<file path="src/rtl/raster_tx.sv">
// Raster stream transmitter: pulls pixels from a valid/ready source and drives
// hstr/href/hend/vstr/vend frames. Optional pattern source: RASTER_TX_PATGEN_EN.
module raster_tx #(
  parameter int unsigned DBUF_DW = 8,
  parameter int unsigned HCNT_W  = 12,
  parameter int unsigned VCNT_W  = 12
) (
  input  logic               clk,
  input  logic               rst_n,
  input  logic               i_en,
  input  logic [HCNT_W-1:0]  i_hsize,
  input  logic [VCNT_W-1:0]  i_vsize,
  input  logic [HCNT_W-1:0]  i_hblank,
  input  logic [VCNT_W-1:0]  i_vblank,
  input  logic               i_pat_sel,
  input  logic [DBUF_DW-1:0] i_pix_data,
  input  logic               i_pix_vld,
  output logic               o_pix_rdy,
  output logic [DBUF_DW-1:0] o_data,
  output logic               o_href,
  output logic               o_hstr,
  output logic               o_hend,
  output logic               o_vstr,
  output logic               o_vend,
  output logic               o_unf,
  output logic               o_cfg_err
);

  localparam logic [HCNT_W-1:0] HOne = HCNT_W'(1);
  localparam logic [VCNT_W-1:0] VOne = VCNT_W'(1);
  localparam logic [HCNT_W:0]   BOne = (HCNT_W + 1)'(1);

  typedef enum logic [2:0] {StIdle, StFstr, StAct, StHblk, StVblk} state_e;

  state_e              state_q, state_d;
  logic [HCNT_W-1:0]   hsize_q, hblank_q, col_q, col_d;
  logic [VCNT_W-1:0]   vsize_q, vblank_q, line_q, line_d, vline_q, vline_d;
  logic [HCNT_W:0]     bcnt_q, bcnt_d;
  logic                load, frame_end, cfg_bad, cfg_err_d;
  logic                col_last, line_last, hblk_last, vblk_last, vline_last;
  logic                act, pat;
  logic [DBUF_DW-1:0]  data_q, data_d;
  logic                href_d, hstr_d, hend_d, vstr_d, vend_d, unf_d, unf_set;
  logic                href_q, hstr_q, hend_q, vstr_q, vend_q, unf_q, cfg_err_q;

  assign cfg_bad    = (i_hsize == '0) || (i_vsize == '0);
  assign col_last   = (col_q == hsize_q - HOne);
  assign line_last  = (line_q == vsize_q - VOne);
  assign hblk_last  = (bcnt_q == {1'b0, hblank_q} - BOne);
  // VBLK line length is hsize+hblank; one extra bit keeps the sum from wrapping
  assign vblk_last  = (bcnt_q == {1'b0, hsize_q} + {1'b0, hblank_q} - BOne);
  assign vline_last = (vline_q == vblank_q - VOne);
  assign act        = (state_q == StAct);

  always_ff @(posedge clk or negedge rst_n) begin
    if (!rst_n) begin
      state_q  <= StIdle;
      col_q    <= '0;
      line_q   <= '0;
      bcnt_q   <= '0;
      vline_q  <= '0;
      hsize_q  <= '0;
      vsize_q  <= '0;
      hblank_q <= '0;
      vblank_q <= '0;
    end else begin
      state_q <= state_d;
      col_q   <= col_d;
      line_q  <= line_d;
      bcnt_q  <= bcnt_d;
      vline_q <= vline_d;
      if (load) begin
        hsize_q  <= i_hsize;
        vsize_q  <= i_vsize;
        hblank_q <= i_hblank;
        vblank_q <= i_vblank;
      end
    end
  end

  always_comb begin
    state_d   = state_q;
    col_d     = col_q;
    line_d    = line_q;
    bcnt_d    = bcnt_q;
    vline_d   = vline_q;
    frame_end = 1'b0;
    load      = 1'b0;
    cfg_err_d = 1'b0;
    unique case (state_q)
      StIdle: frame_end = 1'b1;
      StFstr: begin
        state_d = StAct;
        col_d   = '0;
        line_d  = '0;
      end
      StAct: begin
        if (col_last) begin
          col_d  = '0;
          bcnt_d = '0;
          if (hblank_q != '0) begin
            state_d = StHblk;
          end else if (!line_last) begin
            line_d = line_q + VOne;
          end else if (vblank_q != '0) begin
            state_d = StVblk;
            vline_d = '0;
          end else begin
            frame_end = 1'b1;
          end
        end else begin
          col_d = col_q + HOne;
        end
      end
      StHblk: begin
        if (hblk_last) begin
          bcnt_d = '0;
          if (!line_last) begin
            state_d = StAct;
            line_d  = line_q + VOne;
            col_d   = '0;
          end else if (vblank_q != '0) begin
            state_d = StVblk;
            vline_d = '0;
          end else begin
            frame_end = 1'b1;
          end
        end else begin
          bcnt_d = bcnt_q + BOne;
        end
      end
      StVblk: begin
        if (vblk_last) begin
          bcnt_d = '0;
          if (vline_last) frame_end = 1'b1;
          else            vline_d   = vline_q + VOne;
        end else begin
          bcnt_d = bcnt_q + BOne;
        end
      end
      default: state_d = StIdle;
    endcase
    // Idle and end-of-frame share one decision: relatch config or park
    if (frame_end) begin
      load = i_en;
      if (i_en && !cfg_bad) begin
        state_d = StFstr;
      end else begin
        state_d   = StIdle;
        cfg_err_d = i_en;
      end
    end
  end

`ifdef RASTER_TX_PATGEN_EN
  logic pat_q;
  always_ff @(posedge clk or negedge rst_n) begin
    if (!rst_n)    pat_q <= 1'b0;
    else if (load) pat_q <= i_pat_sel;
  end
  assign pat = pat_q;
`else
  logic unused_pat_sel;
  assign unused_pat_sel = i_pat_sel;
  assign pat = 1'b0;
`endif

  always_comb begin
    href_d  = act;
    hstr_d  = act && (col_q == '0);
    hend_d  = act && col_last;
    vend_d  = act && col_last && line_last;
    vstr_d  = (state_q == StFstr);
    data_d  = data_q;
    unf_set = 1'b0;
    if (act) begin
`ifdef RASTER_TX_PATGEN_EN
      if (pat)            data_d  = col_q[DBUF_DW-1:0] ^ line_q[DBUF_DW-1:0];
      else if (i_pix_vld) data_d  = i_pix_data;
      else                unf_set = 1'b1;
`else
      if (i_pix_vld) data_d  = i_pix_data;
      else           unf_set = 1'b1;
`endif
    end
    unf_d     = unf_set | (unf_q & ~vstr_d);
    o_pix_rdy = act & ~pat;
  end

  always_ff @(posedge clk or negedge rst_n) begin
    if (!rst_n) begin
      data_q    <= '0;
      href_q    <= 1'b0;
      hstr_q    <= 1'b0;
      hend_q    <= 1'b0;
      vstr_q    <= 1'b0;
      vend_q    <= 1'b0;
      unf_q     <= 1'b0;
      cfg_err_q <= 1'b0;
    end else begin
      data_q    <= data_d;
      href_q    <= href_d;
      hstr_q    <= hstr_d;
      hend_q    <= hend_d;
      vstr_q    <= vstr_d;
      vend_q    <= vend_d;
      unf_q     <= unf_d;
      cfg_err_q <= cfg_err_d;
    end
  end

  assign o_data    = data_q;
  assign o_href    = href_q;
  assign o_hstr    = hstr_q;
  assign o_hend    = hend_q;
  assign o_vstr    = vstr_q;
  assign o_vend    = vend_q;
  assign o_unf     = unf_q;
  assign o_cfg_err = cfg_err_q;

endmodule

</file>
<file path="config.mk">
export PLATFORM = sky130hd
export DESIGN_NAME = raster_tx
export DESIGN_NICKNAME = d
export VERILOG_FILES = /design/src/rtl/raster_tx.sv
export SDC_FILE = /design/constraint.sdc
export NUM_CORES = 1
export LEC_CHECK = 0
export CORE_MARGIN = 4
export CORE_UTILIZATION = 30
export CTS_CLUSTER_SIZE = 10
export DETAILED_ROUTE_END_ITERATION = 6
export PLACE_DENSITY_LB_ADDON = 0.3
export REMOVE_ABC_BUFFERS = 1
export SLEW_MARGIN = 40
export SYNTH_ARGS = -nofsm -noshare
export SYNTH_HDL_FRONTEND = slang
export SYNTH_SLANG_ARGS = --single-unit
</file>
<file path="constraint.sdc">
create_clock -name clk -period 11.7 [get_ports clk]
set_input_delay 2.925 -clock clk [delete_from_list [all_inputs] [get_ports clk]]
set_output_delay 2.925 -clock clk [all_outputs]
set_load 0.01 [all_outputs]
</file>
==> results of run 1 <==
[kinds of logic (layout without fill, tap and decap cells)]
| logic type | after synthesis | count (layout) | synth area share [%] |
|---|---|---|---|
| and+or+nand+nor | 356 | 356 | 23.8 |
| AOI/OAI and AO/OA | 219 | 219 | 17.3 |
| buffers and inverters | 121 | 186 | 6.38 |
| DFF | 115 | 115 | 35.0 |
| xor gates and xnor gates | 74 | 74 | 7.89 |
| muxes | 34 | 34 | 4.58 |
| adders and majority gates | 33 | 33 | 5.12 |
[area by class of cell]
class	count	area (um^2)	area share, %
multi-input combinational	716	4830	49.2
sequential	115	2880	29.3
timing repair buffer	83	827	8.42
clock buffer	22	484	4.93
tap	341	427	4.34
inverter	72	270	2.75
clock inverter	9	104	1.06
[report_power, final]
part	internal, mW	switching [mW]
Clock	0.333	0.192
Combinational	0.116	0.122
Sequential	0.424	0.0457
Total	0.874	0.359
[placed cells by master, fill, tap and decap left out, types with 17 or more instances in the layout]
| cell type | instances |
|---|---|
| a21oi_1 | 32 |
| and3_1 | 19 |
| clkbuf_16 | 17 |
| clkdlybuf4s50_1 | 74 |
| dfrtp_1 | 115 |
| ha_1 | 32 |
| inv_1 | 72 |
| mux2_2 | 28 |
| nand2_1 | 83 |
| nand3_1 | 40 |
| nor2_1 | 42 |
| nor3_1 | 24 |
| nor4_1 | 19 |
| o21ai_0 | 81 |
| or3_1 | 20 |
| or4_1 | 19 |
| xnor2_1 | 48 |
| xor2_1 | 26 |
[worst max-delay path: stages (launching register included)]
cell	delay [ns]
dfrtp_1	0.50
nor2b_1	0.54
nand2b_1	0.35
inv_1	0.32
clkdlybuf4s50_1	0.60
[metrics by stage]
step	utilization (%)	worst slack (ns)	instance area, um^2	std cells
after floorplan	-	7.14	7960	903
after global placement	34.1	6.35	9180	1325
after detailed placement	34.2	6.51	9220	1327
after CTS	36.4	6.06	9810	1358
after global routing	36.5	5.90	9820	1358
final	36.5	6.04	9820	1358
[routing by layer]
layer,vias up,global-route usage (%),routed length (um)
met1,3530,19.8,10100
li1,3573,-,-
met5,-,0,0
met2,164,23.3,10000
met4,0,3.59,243
met3,20,2.88,989
[cells in the mapped netlist (all sizes together), types with 3 or more instances]
cell type	n	area, um^2
dfrtp	115	2880
o21ai	85	433
nand2	83	312
inv	72	270
xnor2	48	420
nor2	42	158
nand3	40	200
clkbuf	34	129
a21oi	32	160
ha	32	400
mux2	29	327
xor2	26	228
nor3	25	125
nor4	22	144
or3	20	125
and3	19	119
or4	19	143
a21o	15	113
buf	15	125
o31ai	15	113
nand4	13	87.6
nor2b	13	81.3
a31oi	11	83.8
nand2b	11	68.8
and2	10	62.6
nor3b	10	75.1
nor4b	7	67.6
o2111ai	7	61.3
o211ai	7	57.6
o311ai	7	61.3
a211oi	5	37.5
mux2i	5	50.1
o41ai	5	43.8
a2111oi	4	41.3
nand3b	4	30.0
o22ai	4	25.0
or2	4	25.0
a21boi	3	22.5
nand4b	3	26.3
o21bai	3	22.5
or4b	3	30.0
[sequential cells by signal, indices dropped and copies added, names as in the netlist]
register,count
vline_q,12
o_hstr,1
bcnt_q,13
o_data,8
line_q,12
col_q,12
o_vend,1
o_unf,1
hblank_q,12
o_cfg_err,1
o_href,1
state_q,3
hsize_q,12
o_vstr,1
vblank_q,12
o_hend,1
vsize_q,12
[worst max path at each step]
stage                   endpoint  depth (start not counted)
global placement     hblank_q[5]                         14
floorplan           vblank_q[10]                          3
CTS                    o_pix_rdy                          4
global route           o_pix_rdy                          4
detailed placement     o_pix_rdy                          4
finish                 o_pix_rdy                          4
==> summary.md, run 1 <==
| Metric | Value |
|---|---|
| Final clock skew | `between 0.009 and 0.01 ns` |
| Nets | `1,099` |
| Final setup fails | `0` |
| RSZ-0062 raised after global routing | `false` |
| Achievable clock frequency | `177 MHz` |
| Count of state elements after synthesis | `roughly 120` |
| Number of vias in the routed layout | `7,287` |
| Root buffer cell | `clkbuf_16` |
| Post-DP HPWL | `about 16,000 um` |
| Sequential cell area fraction in the yosys report | `a little over a third` |
| Critical path peak fanout | `10` |
| Origin of the critical flop-to-flop path | `hsize_q[1]` |
| Buffer count from post-CTS setup fixing | `0` |
| Aggregate routed wire length | `~21,000 um` |
| Via-to-Cell Ratio | `about 5.4` |
| Number of buffers added by the clock tree synthesis step | `17` |
| Hold crit path type | `reg -> reg` |
| H-Tree Level Count | `4` |
| Data arrival at the endpoint of the critical path | `~2.7 ns` |
| Timing startpoint of the critical path | `state_q[1]` |
| Filler Cells Inserted | `roughly 2.8k` |
| Global-route wire length before repair | `between 30,000 and 40,000 um` |
| Worst IR Drop VDD | `0.0958 mV` |
| Gate count after technology mapping | `952` |
| Hold path start | `o_data[4]` |
| Clock tree from TritonCTS | `done` |
| Distinct cell type count of the synthesized netlist | `between 70 and 80` |
| Terminus of the critical flop-to-flop path | `vline_q[11]` |
| Die X-Extent | `between 150 and 200 um` |
| Hold-fix buffers at CTS | `0` |
| I/O pin total | `77` |
| Worst rel slew slack | `between 40% and 50%` |
| Number of port buffers | `75` |
| Worst slack on hold paths | `between 0.5 and 0.6 ns` |
| Worst Path Required | `slightly below 9 ns` |
| Sum of overflow across all layers after global routing | `0` |
| Residual DRC count | `0` |
| Die area | `approximately 30,000 um^2` |
| Maximum capacitance violations | `0` |
| TNS Setup | `0 ns` |
| Number of cells on the worst reg-to-reg path | `15` |
| Worst hold path cell count | `1` |
| Startpoint Class | `register` |
| GPL Wtd Cong | `slightly below 0.9` |
| Warnings from Yosys | `0` |
| Layout cell share with drive strength beyond 1 | `8.26%` |
| Internal reg-to-reg setup slack | `~6.7 ns` |
| Via count of the first global-routing pass | `~6.9k` |
| Floorplan core area | `about 27,000 um^2` |
| Most used DFF post-synth | `dfrtp_1` |
| Worst Tran Pin Value | `0.853 ns` |
| Area growth syn-to-layout | `19.5%` |
| Tmin final | `5.66 ns` |
| Final Slew Violations | `0` |
| CTS clk-pin slew, worst paths | `about 0.050 ns` |
| Avg WL per Cell | `approximately 16 um` |
| Average size of a mapped cell | `roughly 8.6 um^2` |
| Destination of the worst hold path | `o_data[4]` |
| Crit share post-route | `around half` |
| Initial DRC count | `roughly 500` |
| Antenna Nets Post-Route | `0` |
| Largest net degree at the start of global routing | `between 70 and 80` |
| Count of instances resized after the clock tree is built | `0` |
| Clock sink count | `about 120` |
| Number of antenna diodes | `0` |
| CP Class | `reg -> out` |
| Length of the first detailed-routing pass in iterations | `5` |
| Result of the run | `finished, final reports clean` |
| Global-route usage over all layers | `14.4%` |
| Maximum clock insertion buffer count | `2` |
| Async set-or-reset flop fraction in the synthesized netlist | `between 90% and 100%` |
| Type of destination of the critical path | `output pin` |
| Power Total | `around 1.2 mW` |
| Initial antenna violation count | `0` |
| Clock latency reported for the late side of the worst-skew pair | `0.42 ns` |
| P_leak | `between 3 and 4 nW` |
| Number of enable-type register cells in the synthesized netlist | `0` |
| Number of core rows | `60` |
| Combined area of all synthesized cells | `just over 8000 um^2` |
| Initial Util | `30.5%` |
| Height of the die | `roughly 170 um` |
| Number of hold violations in the final report | `0` |
| Power Dens Cells | `between 100 and 150 nW/um^2` |
Power figures use the tool's default switching activity.
==> inputs of run 2 (changes only) <==
clock period = 5.2 ns   (was 11.7 ns; I/O delays follow)
==> run 2 against run 1 <==
  * Clock-buffer cell count decreased by 3
  * Sequential power increased by 130%
  * Design area up 0.93%
  * Largest power group unchanged
  * Highest routed layer unchanged
==> summary.md, run 2 (synthesis results as in run 1) <==
| Metric | Value |
|---|---|
| Result of the run | `finished, final reports clean` |
| Clock sink count | `115 (unchanged)` |
| Core utilization of the finished layout | `36.8% (+0.34 points)` |
| Crit share post-route | `between 80 and 90%` |
| Area growth syn-to-layout | `20.7%` |
| Largest stage delay on the critical path | `0.58 ns (-0.02 ns)` |
| Relative contribution of combinational cells to total power | `18.9% (-0.4 points)` |
| Post-layout worst setup margin | `0.689 ns (-5.36 ns)` |
| Worst Path Required | `5.54 ns (-3.24 ns)` |
| TNS Setup | `0 ns (unchanged)` |
| Post-DP HPWL | `16,100 um (+1.1%)` |
| GPL Wtd Cong | `0.847 (-2.5%)` |
| Initial antenna violation count | `0 (unchanged)` |
| Final clock skew | `0.0114 ns (+0.00163 ns)` |
| Startpoint Class | `register` |
| Register with the most flip-flops | `bcnt_q` |
| Final Slew Violations | `0 (unchanged)` |
| Power spent charging and discharging nets | `0.830 mW (+130%)` |
| Worst Tran Pin Value | `0.688 ns (-0.165 ns)` |
| Initial Util | `30.5% (unchanged)` |
| P_leak | `4.03 nW (+1.1%)` |
| Layout cell share with drive strength beyond 1 | `8.79% (+0.53 points)` |
| Sum of overflow across all layers after global routing | `0 (unchanged)` |
| Global-route wire length before repair | `36,100 um (+0.40%)` |
| Worst IR Drop VDD | `0.216 mV (+130%)` |
| Achievable clock frequency | `222 MHz` |
| Number of core rows | `60 (unchanged)` |
| Global-route usage over all layers | `14.4% (+0.030 points)` |
| Power Dens Cells | `289 nW/um^2 (+130%)` |
| Via-to-Cell Ratio | `5.27 (-1.8%)` |
| Initial DRC count | `408 (-19%)` |
| Root buffer cell | `clkbuf_16` |
| Number of buffers added by the clock tree synthesis step | `17 (unchanged)` |
| Length of the first detailed-routing pass in iterations | `5 (unchanged)` |
| Largest net degree at the start of global routing | `66 (-14%)` |
| RSZ-0062 raised after global routing | `false` |
| Tmin final | `around 4.5 ns` |
| Fraction of power spent switching nets | `29.0% (-0.098 points)` |
| Internal reg-to-reg setup slack | `0.69 ns (-5.98 ns)` |
| I/O pin total | `77 (unchanged)` |
| Number of flip-flops in the largest register | `13 (unchanged)` |
| Maximum clock insertion buffer count | `2 (unchanged)` |
| Cell type with the highest occurrence count on the critical path | `inv_1` |
| Die X-Extent | `174 um (unchanged)` |
| Most common cell after layout, fill and taps aside | `dfrtp_1` |
| Nets | `1,105 (+0.55%)` |
| Buffer count from post-CTS setup fixing | `0 (unchanged)` |
| Height of the die | `174 um (unchanged)` |
| Worst rel slew slack | `53.8% (+11 points)` |
| Worst setup slack before clock tree synthesis | `0.755 ns (-5.76 ns)` |
| Cells along the critical path | `inv_1 -> ha_1 -> inv_1 -> ha_1 -> inv_1 -> fa_1 -> nand3b_1 -> and3_1 -> a311oi_1 -> nand3_1 -> or4_1 -> o31ai_1 -> buf_4 -> nand4_2 -> buf_4 -> or4_1 -> a21oi_1` |
| Number of port buffers | `75 (unchanged)` |
| Via count of the first global-routing pass | `6,988 (+0.65%)` |
| Final setup fails | `0 (unchanged)` |
| Number of hold violations in the final report | `0 (unchanged)` |
| Antenna Nets Post-Route | `0 (unchanged)` |
| Die area | `30,100 um^2 (unchanged)` |
| Number of antenna diodes | `0 (unchanged)` |
| Residual DRC count | `0 (unchanged)` |
| Post-route cell area | `9920 um^2 (+0.93%)` |
| CTS clk-pin slew, worst paths | `0.06 ns (about the same)` |
| Clock latency reported for the late side of the worst-skew pair | `0.42 ns (about the same)` |
| Highest-count cells in the layout ignoring fill and taps | `dfrtp_1, nand2_1, o21ai_0` |
| Cell area after placement | `9270 um^2 (+0.54%)` |
| CP Class | `reg -> reg` |
| Type of destination of the critical path | `register` |
| Sequential group share of total power | `37.0% (-1.1 points)` |
| Hold-fix buffers at CTS | `0 (unchanged)` |
| Hold crit path type | `reg -> reg` |
| Critical path peak fanout | `22 (+12)` |
| Aggregate routed wire length | `21,500 um (+0.73%)` |
| Clock tree from TritonCTS | `done` |
| Data arrival at the endpoint of the critical path | `4.85 ns (+2.12 ns)` |
| Internal | `2.03 mW (+130%)` |
| Number of vias in the routed layout | `7,193 (-1.3%)` |
| H-Tree Level Count | `4 (unchanged)` |
| Slowest stage cell, crit path | `or4_1` |
| Avg WL per Cell | `15.8 um (+0.22%)` |
| Clock network fraction of design power | `44.1% (+1.5 points)` |
| Maximum capacitance violations | `0 (unchanged)` |
| Count of instances resized after the clock tree is built | `0 (unchanged)` |
| Floorplan core area | `27,000 um^2 (unchanged)` |
run 2: metrics by stage:
stage          std cells  hold WS, ns  total power [mW]
2_1_floorplan        903        0.478              1.41
3_3_place_gp        1332        0.488              1.60
3_5_place_dp        1333        0.495              1.61
4_1_cts             1365        0.508              2.89
5_1_grt             1365        0.527              3.02
6_report            1365        0.504              2.86
run 2: cell type report:
cell class / count / area, um^2
Clock buffer: 19 / 443
Fill cell: 2692 / 17000
Timing Repair Buffer: 89 / 878
Multi-Input combinational cell: 716 / 4840
Clock inverter: 13 / 184
Tap cell: 341 / 427
Sequential cell: 115 / 2880
Inverter: 72 / 270
run 2: power by group through the flow:
stage               Clock, mW  Combinational, mW  Sequential, mW
floorplan                   0              0.368            1.05
global placement            0              0.526            1.07
detailed placement          0              0.541            1.07
CTS                      1.29              0.545            1.06
global route             1.33              0.613            1.07
finish                   1.26              0.542            1.06
run 2: layer usage:
metal | routed length, um | global-route usage, %
met1 | 10500 | 20.0
met2 | 9890 | 23.2
met3 | 978 | 3.23
met4 | 199 | 2.96
met5 | 0 | 0
run 2: worst paths after layout:
| check | cells after the start | endpoint | startpoint |
|---|---|---|---|
| hold reg to reg | 1 | o_data[1] | o_data[1] |
| max in group asynchronous | 3 | vblank_q[1] | rst_n |
| setup reg to reg | 17 | vline_q[11] | hsize_q[1] |
| setup / recovery | 17 | vline_q[11] | hsize_q[1] |
| min in group asynchronous | 1 | col_q[0] | rst_n |
| hold / removal | 1 | o_data[1] | o_data[1] |
run 2: worst max-delay path: cells and delay by family, from the launching register on:
family / cells / cell delay (ns)
AOI/OAI and AO/OA: 3 / 0.78
adders and majority gates: 3 / 0.88
buffers and inverters: 5 / 0.61
DFF: 1 / 0.42
and+or+nand+nor: 6 / 1.73
==> inputs of run 3 (changes only) <==
ABC_CLOCK_PERIOD_IN_PS = 3800   (was unset)
clock period = 3.8 ns   (was 5.2 ns; I/O delays follow)
==> run 3 against run 2 <==
  * The run now ends with negative setup slack left
  * Total power is 40% higher
  * Worst hold slack worse by 0.047 ns
  * Design area is 14% higher
  * Clock skew is 0.0018 ns higher
  * Maximum frequency is 16% higher
==> summary.md, run 3 (synthesis results as in run 1) <==
| Metric | Value |
|---|---|
| Result of the run | `finished, violations left` |
| Violated checks | `negative setup slack` |
| Relative contribution of combinational cells to total power | `24.1% (+5.2 points)` |
| Worst slack on hold paths | `0.457 ns (-0.0472 ns)` |
| Avg WL per Cell | `16.0 um (+1.6%)` |
| Critical path peak fanout | `5 (-77%)` |
| Worst Tran Pin Value | `0.681 ns (-0.00713 ns)` |
| Register with the most flip-flops | `bcnt_q` |
| Power spent charging and discharging nets | `1.21 mW (+45%)` |
| Antenna Nets Post-Route | `0 (unchanged)` |
| Layout cell share with drive strength beyond 1 | `22.5% (+14 points)` |
| Clock sink count | `115 (unchanged)` |
| Global-route wire length before repair | `37,600 um (+4.3%)` |
| Number of antenna diodes | `0 (unchanged)` |
| Hold-fix buffers at CTS | `0 (unchanged)` |
| Timing startpoint of the critical path | `hsize_q[1]` |
| Area growth syn-to-layout | `37.6%` |
| Slowest stage cell, crit path | `or4_4` |
| Die area | `30,100 um^2 (unchanged)` |
| Data arrival at the endpoint of the critical path | `4.24 ns (-0.61 ns)` |
| Sequential group share of total power | `35.7% (-1.3 points)` |
| Height of the die | `174 um (unchanged)` |
| Kind of cell adding the most delay to the critical path | `simple AND/OR/NAND/NOR gates` |
| Hold crit path type | `in -> async` |
| GPL Wtd Cong | `0.882 (+4.1%)` |
| P_leak | `4.72 nW (+17%)` |
| Aggregate routed wire length | `23,600 um (+9.8%)` |
| RSZ-0062 raised after global routing | `true` |
| Fraction of power spent switching nets | `30.0% (+1.0 points)` |
| Number of cells on the worst reg-to-reg path | `16 (-1)` |
| Terminus of the critical flop-to-flop path | `vline_q[3]` |
| Nets | `1,214 (+9.9%)` |
| Via count of the first global-routing pass | `7,440 (+6.5%)` |
| Final setup fails | `26 (+26)` |
| Cells along the critical path | `inv_2 -> ha_4 -> inv_4 -> ha_4 -> inv_2 -> fa_2 -> nand3b_1 -> and3_4 -> a311oi_4 -> nand3_1 -> or4_4 -> o31ai_4 -> nand4_4 -> buf_6 -> or4_4 -> a21oi_2` |
| Achievable clock frequency | `257 MHz (+16%)` |
| Internal | `2.81 mW (+38%)` |
| Power Total | `4.01 mW (+40%)` |
| Floorplan core area | `27,000 um^2 (unchanged)` |
| Initial DRC count | `558 (+37%)` |
| Tmin final | `3.89 ns (-0.619 ns)` |
| Origin of the critical flop-to-flop path | `hsize_q[1]` |
| Initial antenna violation count | `0 (unchanged)` |
| CP Class | `reg -> reg` |
| Crit share post-route | `102% (+16 points)` |
| Initial Util | `30.5% (unchanged)` |
| Post-layout worst setup margin | `-0.0923 ns (-0.781 ns)` |
| Final Slew Violations | `0 (unchanged)` |
| Number of flip-flops in the largest register | `13 (unchanged)` |
| Largest stage delay on the critical path | `0.52 ns (-0.06 ns)` |
| Sum of overflow across all layers after global routing | `0 (unchanged)` |
| Buffers & Inverters on Critical Path | `4 (-1)` |
| Residual DRC count | `0 (unchanged)` |
| I/O pin total | `77 (unchanged)` |
| Final clock skew | `0.0131 ns (+0.00175 ns)` |
| Post-DP HPWL | `16,800 um (+3.9%)` |
| Power Dens Cells | `355 nW/um^2 (+23%)` |
| Number of hold violations in the final report | `0 (unchanged)` |
| Most common cell after layout, fill and taps aside | `dfrtp_1` |
| Worst IR Drop VDD | `0.301 mV (+39%)` |
| Largest net degree at the start of global routing | `88 (+33%)` |
| Number of vias in the routed layout | `7,745 (+7.7%)` |
| Highest-count cells in the layout ignoring fill and taps | `dfrtp_1, buf_4, nand2_1` |
| Clock network fraction of design power | `40.1% (-4.0 points)` |
| Startpoint Class | `register` |
| Clock latency reported for the late side of the worst-skew pair | `0.42 ns (about the same)` |
| Type of destination of the critical path | `register` |
| Number of port buffers | `75 (unchanged)` |
| H-Tree Level Count | `4 (unchanged)` |
| Global-route usage over all layers | `15.0% (+0.59 points)` |
| CTS clk-pin slew, worst paths | `0.06 ns (about the same)` |
| Worst Path Required | `4.15 ns (-1.39 ns)` |
| Maximum clock insertion buffer count | `2 (unchanged)` |
| Maximum capacitance violations | `0 (unchanged)` |
| Worst rel slew slack | `54.3% (+0.48 points)` |
| Internal reg-to-reg setup slack | `-0.09 ns (-0.78 ns)` |
| Number of buffers added by the clock tree synthesis step | `17 (unchanged)` |
| Die X-Extent | `174 um (unchanged)` |
| Via-to-Cell Ratio | `5.25 (-0.29%)` |
| Number of core rows | `60 (unchanged)` |
| Length of the first detailed-routing pass in iterations | `4 (-1)` |
| Root buffer cell | `clkbuf_16` |
| Clock tree from TritonCTS | `done` |
==> run 3: changes by cell type in the layout (fill, tap and decap cells not counted), moves of 7 or more <==
cell     previous run  this run
mux2_4              0        19
a21oi_1            32        21
nand2_1            83        75
o21ai_0            81        74
mux2_2             28        10
a21oi_2             0         9
buf_4              13       105
inv_1              72        65
==> run 3: cell type report <==
cell class,count,area [um^2]
Fill cell,2615,15600
Clock buffer,22,474
Inverter,72,273
Sequential cell,115,2880
Multi-Input combinational cell,716,5270
Tap cell,341,427
Clock inverter,10,106
Timing Repair Buffer,198,1890
==> run 3: metrics by stage <==
stage	worst slack [ns]	utilization [%]	area [um^2]	setup TNS, ns	std cells
floorplan	-0.610	-	7960	-25.83	903
global placement	-0.414	37.0	9970	-18.50	1421
detailed placement	-0.529	37.0	9970	-22.05	1421
CTS	-0.0255	40.2	10800	-0.0344	1465
global route	-0.235	42.0	11300	-7.78	1474
finish	-0.0923	42.0	11300	-0.818	1474
==> run 3: repair_timing <==
item / CTS / global route
cloned: 1 / 5
endpoints found under the hold margin: 0 / 0
buffers inserted: 11 / 10
resized for setup: 35 / 84
setup endpoints to repair: 82 / 85
pin swaps: 21 / 26
==> run 3: worst max path at each step <==
stage	to	slack [ns]	depth (start not counted)
floorplan	vblank_q[10]	-0.61	12
global placement	vline_q[5]	-0.41	16
detailed placement	vline_q[6]	-0.53	16
CTS	vline_q[3]	-0.03	16
global route	vline_q[3]	-0.23	17
finish	vline_q[3]	-0.09	16
==> run 3: power by group through the flow <==
stage	Combinational [mW]	Clock (mW)	Sequential, mW
global placement	0.843	0	1.45
finish	0.969	1.61	1.43
global route	1.07	1.69	1.45
floorplan	0.504	0	1.43
CTS	0.910	1.64	1.43
detailed placement	0.855	0	1.45
==> run 3: layer usage <==
metal  track usage (%)  vias to the layer above  routed length [um]
li1                  -                     3800                   -
met1              20.3                     3762               11000
met2              24.7                      160               11100
met3              3.18                       23                1210
met4              3.62                        0                 327
met5                 0                        -                   0
